`src/rtl/fetch_decode_buffer.sv`:
```
// fetch_decode_buffer
//   Two-entry skid buffer between fetch and decode. Every output, in_ready
//   included, comes from registered state only, so decode back-pressure never
//   reaches fetch combinationally. A synchronous flush drops all buffered
//   entries and any entry offered in the same cycle.
//
// Build option: define FETCH_DECODE_BUFFER_NOP_FILL_EN to drive NOP_INSTR and
//   a zero PC on the output whenever out_valid is 0. Without it, the output
//   shows the stale main-register contents.
//
// Ports
//   clk        rising-edge clock
//   reset_n    asynchronous active-low reset
//   flush      discard all buffered entries (highest priority)
//   in_valid   fetch presents (in_pc, in_instr)
//   in_ready   buffer can accept an entry this cycle
//   out_valid  head entry valid for decode
//   out_ready  decode accepts the head entry this cycle
//   out_pc     PC of head entry
//   out_instr  instruction of head entry
//
// state   | meaning
// --------+--------------------------------------
// S_EMPTY | no entries held
// S_ONE   | main register holds the head entry
// S_FULL  | main holds head, skid holds the next
module fetch_decode_buffer #(
  parameter int              XLEN      = 32,
  parameter logic [XLEN-1:0] NOP_INSTR = 32'h0000_0013
) (
  input  logic            clk,
  input  logic            reset_n,
  input  logic            flush,
  input  logic            in_valid,
  output logic            in_ready,
  input  logic [XLEN-1:0] in_pc,
  input  logic [XLEN-1:0] in_instr,
  output logic            out_valid,
  input  logic            out_ready,
  output logic [XLEN-1:0] out_pc,
  output logic [XLEN-1:0] out_instr
);

  localparam logic [1:0] S_EMPTY = 2'd0;
  localparam logic [1:0] S_ONE   = 2'd1;
  localparam logic [1:0] S_FULL  = 2'd2;

  logic [1:0]      state_q, state_d;
  logic [XLEN-1:0] main_pc_q, main_pc_d;
  logic [XLEN-1:0] main_instr_q, main_instr_d;
  logic [XLEN-1:0] skid_pc_q, skid_pc_d;
  logic [XLEN-1:0] skid_instr_q, skid_instr_d;
  logic            in_fire;
  logic            out_fire;

  assign in_ready  = (state_q != S_FULL);
  assign out_valid = (state_q != S_EMPTY);
  assign in_fire   = in_valid & in_ready;
  assign out_fire  = out_valid & out_ready;

  // Data registers only load on the events below; consuming or flushing an
  // entry changes state alone, leaving the old contents visible.
  always_comb begin
    state_d      = state_q;
    main_pc_d    = main_pc_q;
    main_instr_d = main_instr_q;
    skid_pc_d    = skid_pc_q;
    skid_instr_d = skid_instr_q;
    if (flush) begin
      state_d = S_EMPTY;
    end else begin
      case (state_q)
        S_EMPTY: begin
          if (in_fire) begin
            main_pc_d    = in_pc;
            main_instr_d = in_instr;
            state_d      = S_ONE;
          end
        end
        S_ONE: begin
          if (in_fire && out_fire) begin
            main_pc_d    = in_pc;
            main_instr_d = in_instr;
          end else if (out_fire) begin
            state_d = S_EMPTY;
          end else if (in_fire) begin
            skid_pc_d    = in_pc;
            skid_instr_d = in_instr;
            state_d      = S_FULL;
          end
        end
        S_FULL: begin
          if (out_fire) begin
            main_pc_d    = skid_pc_q;
            main_instr_d = skid_instr_q;
            state_d      = S_ONE;
          end
        end
        default: state_d = S_EMPTY;
      endcase
    end
  end

  always_ff @(posedge clk or negedge reset_n) begin
    if (!reset_n) begin
      state_q      <= S_EMPTY;
      main_pc_q    <= '0;
      main_instr_q <= '0;
      skid_pc_q    <= '0;
      skid_instr_q <= '0;
    end else begin
      state_q      <= state_d;
      main_pc_q    <= main_pc_d;
      main_instr_q <= main_instr_d;
      skid_pc_q    <= skid_pc_d;
      skid_instr_q <= skid_instr_d;
    end
  end

`ifdef FETCH_DECODE_BUFFER_NOP_FILL_EN
  assign out_pc    = out_valid ? main_pc_q    : '0;
  assign out_instr = out_valid ? main_instr_q : NOP_INSTR;
`else
  assign out_pc    = main_pc_q;
  assign out_instr = main_instr_q;
`endif

endmodule
```
`config.mk`:
```
export PLATFORM = sky130hd
export DESIGN_NAME = fetch_decode_buffer
export DESIGN_NICKNAME = d
export VERILOG_FILES = /design/src/rtl/fetch_decode_buffer.sv
export SDC_FILE = /design/constraint.sdc
export NUM_CORES = 1
export LEC_CHECK = 0
export CORE_MARGIN = 2
export CORE_UTILIZATION = 40
export DETAILED_ROUTE_END_ITERATION = 10
export PLACE_DENSITY = 0.64
export REMOVE_ABC_BUFFERS = 1
export SYNTH_ARGS = -nofsm -noshare
export SYNTH_HDL_FRONTEND = slang
export SYNTH_SLANG_ARGS = --single-unit
```
`constraint.sdc`:
```
create_clock -name clk -period 1.9 [get_ports clk]
set_input_delay 0.19 -clock clk [delete_from_list [all_inputs] [get_ports clk]]
set_output_delay 0.19 -clock clk [all_outputs]
set_load 0.01 [all_outputs]
```
==> metrics <==
worst-margin pin slew roughly 0.48 ns; Synth Register Bits 130; Worst Setup Slack, final around 0.063 ns; Tmin final about 1.8 ns; Leakage 3.300 nW; Die X approximately 120 um; Initial DRC Count 134; final setup vio count 0; initial antenna violation count 0; Required @ worst endpoint between 2 and 2.5 ns; synth unique cells 21; die area between 15000 and 20000 um2; cell area after synthesis 5688 um2; layout cells sized above 1 a little under half; Critical Path End Type flip-flop; Startpoint Class flip-flop; via count ~3400; fin nets approximately 580; power per cell area roughly 1100 nW/um2; worst rel slew slack 67.83%; fin util between 50% and 60%; number of vias per cell 4.864; final WL about 11 mm; CTS root buf clkbuf_16; post-layout instance area roughly 8000 um2; CTS clk-pin slew, worst paths approximately 0.05 ns; ranking of synthesized cells by area dfrtp_1 (57%), mux2_2 (37%), buf_4 (1.7%); global-route usage over all layers around 16%; Max Root-Sink Buffers 2; IR drop worst, VDD slightly above 0.5 mV; Synth area leader dfrtp_1; Hold WC Path Type primary input to asynchronous set/reset pin; row count 43; Final Cycle Share approximately 97%; dpl ws -0.07351 ns; Critical path origin state_q[1]$_DFFE_PN0P_; drt pass-1 iters 4; fmax about 540 MHz; Mean Syn Cell Area 15.89 um2; crit path kind flip-flop to flip-flop; Post-synth ARST share 100.0%; Post-DP Area 7381 um2; Port-buffer cells between 100 and 150; worst r2r src state_q[1]$_DFFE_PN0P_; Max Clock Skew between 0.007 and 0.008 ns; Finished Layout Cells approximately 710; Core ar. 13880 um2; GPL Wtd Cong 0.7042; EDFF count, synth 0; status completed; top-count cell post-synth mux2_2; number of remaining DRC errors 0; ant diodes 0; ys flop type dfrtp_1; cells after synthesis between 300 and 400; largest net degree at the start of global routing 43; cell total after placement around 670; Slew Limit Fails 0; Clk Latency, worst-skew pair 0.41 ns; Arrival @ worst endpoint approximately 2.1 ns; Starting Density 40.98%; Synth top cells by count mux2_2 (186), dfrtp_1 (130), buf_4 (13), buf_6 (5), mux2_1 (5); setup_tns 0 ns; per-cell routed wire length 16.20 um; P&R area growth vs syn 40.59%; Routed Antenna Nets 0; total congestion overflow 0; first-pass GRT wire length between 15 and 20 mm; IO Pins between 100 and 150; final hold viol count 0; CTS tree done; CTS buffer count 17; Die Height 123.2 um; HPWL Detailed approximately 8 mm; Crit Path Max Fanout 29; max_cap viols 0; number of filler cells placed in the layout approximately 1100; CTS Sinks 130; share of the synthesized area in the top cell type a little under three fifths; via count of the first global-routing pass between 3000 and 4000; Yosys warning total 0; H-tree depth 4; sequential fraction of the synthesis area 57.19%
-- power by group --
part | total, mW | switching (mW) | leakage (nW) | internal, mW
registers | 3.78 | 0.333 | 1.57 | 3.45
logic | 1.84 | 0.609 | 1.45 | 1.23
clock network | 3.14 | 1.09 | 0.284 | 2.06
total | 8.76 | 2.03 | 3.30 | 6.74
-- flip-flops by register name, indices dropped and copies added (netlist names) --
name and count:
out_instr 32, out_pc 32, skid_instr_q 32, skid_pc_q 32
state_q 2
-- repair_timing --
action	CTS	global route
endpoints found under the hold margin	30	0
setup buffers	3	0
setup endpoints to repair	1	3
gates resized for setup	2	1
hold buffers	1	0
-- logic make-up after synthesis --
group / count (synthesis) / share of synthesized area (%)
mux: 192 / 38.08
compound gates: 5 / 0.7481
buf+inv: 21 / 2.947
simple gates: 10 / 1.034
flops: 130 / 57.19
-- metal layers --
| layer | global-route usage, % | part of all wire, % | up-vias |
|---|---|---|---|
| li1 | - | - | 1602 |
| met1 | 20.37 | 43 | 1724 |
| met2 | 26.03 | 49 | 93 |
| met3 | 5.996 | 6.8 | 15 |
| met4 | 6.818 | 1.7 | 0 |
| met5 | 0 | 0 | - |
-- path summary, 6_finish.rpt --
path,depth (start not counted),slack [ns],end
max in group asynchronous,3,1.02,state_q[1]$_DFFE_PN0P_
setup reg to reg,6,0.06,out_instr[31]$_DFFE_PN0P_
setup / recovery,6,0.06,out_instr[31]$_DFFE_PN0P_
hold / removal,2,0.27,skid_pc_q[12]$_DFFE_PN0P_
min in group clk,2,0.42,skid_instr_q[25]$_DFFE_PN0P_
hold reg to reg,1,0.48,out_pc[30]$_DFFE_PN0P_
-- cell usage in the layout (no fill, tap or decap), types with 2 or more instances in the layout --
master / count
buf_12: 11
a21oi_1: 2
dfrtp_1: 130
clkbuf_8: 4
buf_4: 11
clkbuf_16: 17
nand2_1: 2
mux2_2: 186
bufinv_16: 2
mux2_1: 5
clkbuf_1: 5
clkinv_2: 3
clkdlybuf4s50_1: 132
-- final cells by class --
type	count	area, um2	share of cell area [%]
Clock buffer	26	499.2	6.243
Clock inverter	5	75.07	0.9388
Inverter	1	3.754	0.04694
Multi-Input combinational cell	207	2286	28.59
Sequential cell	130	3253	40.68
Tap cell	180	225.2	2.816
Timing Repair Buffer	157	1654	20.69
-- critical path, stage by stage, from the launching register on --
cell and delay [ns]:
dfrtp_1 0.42, buf_4 0.16, nor2b_2 0.15, nand2_1 0.12, a21oi_4 0.25, buf_12 0.23
mux2_2 0.36
-- metrics by stage --
stage	power [mW]	hold slack, ns
2_1_floorplan	4.648	-0.1056
3_3_place_gp	5.607	0.1800
3_5_place_dp	5.695	0.1780
4_1_cts	8.890	0.2791
5_1_grt	9.252	0.3029
6_report	8.763	0.2724
Power figures use the tool's default switching activity.
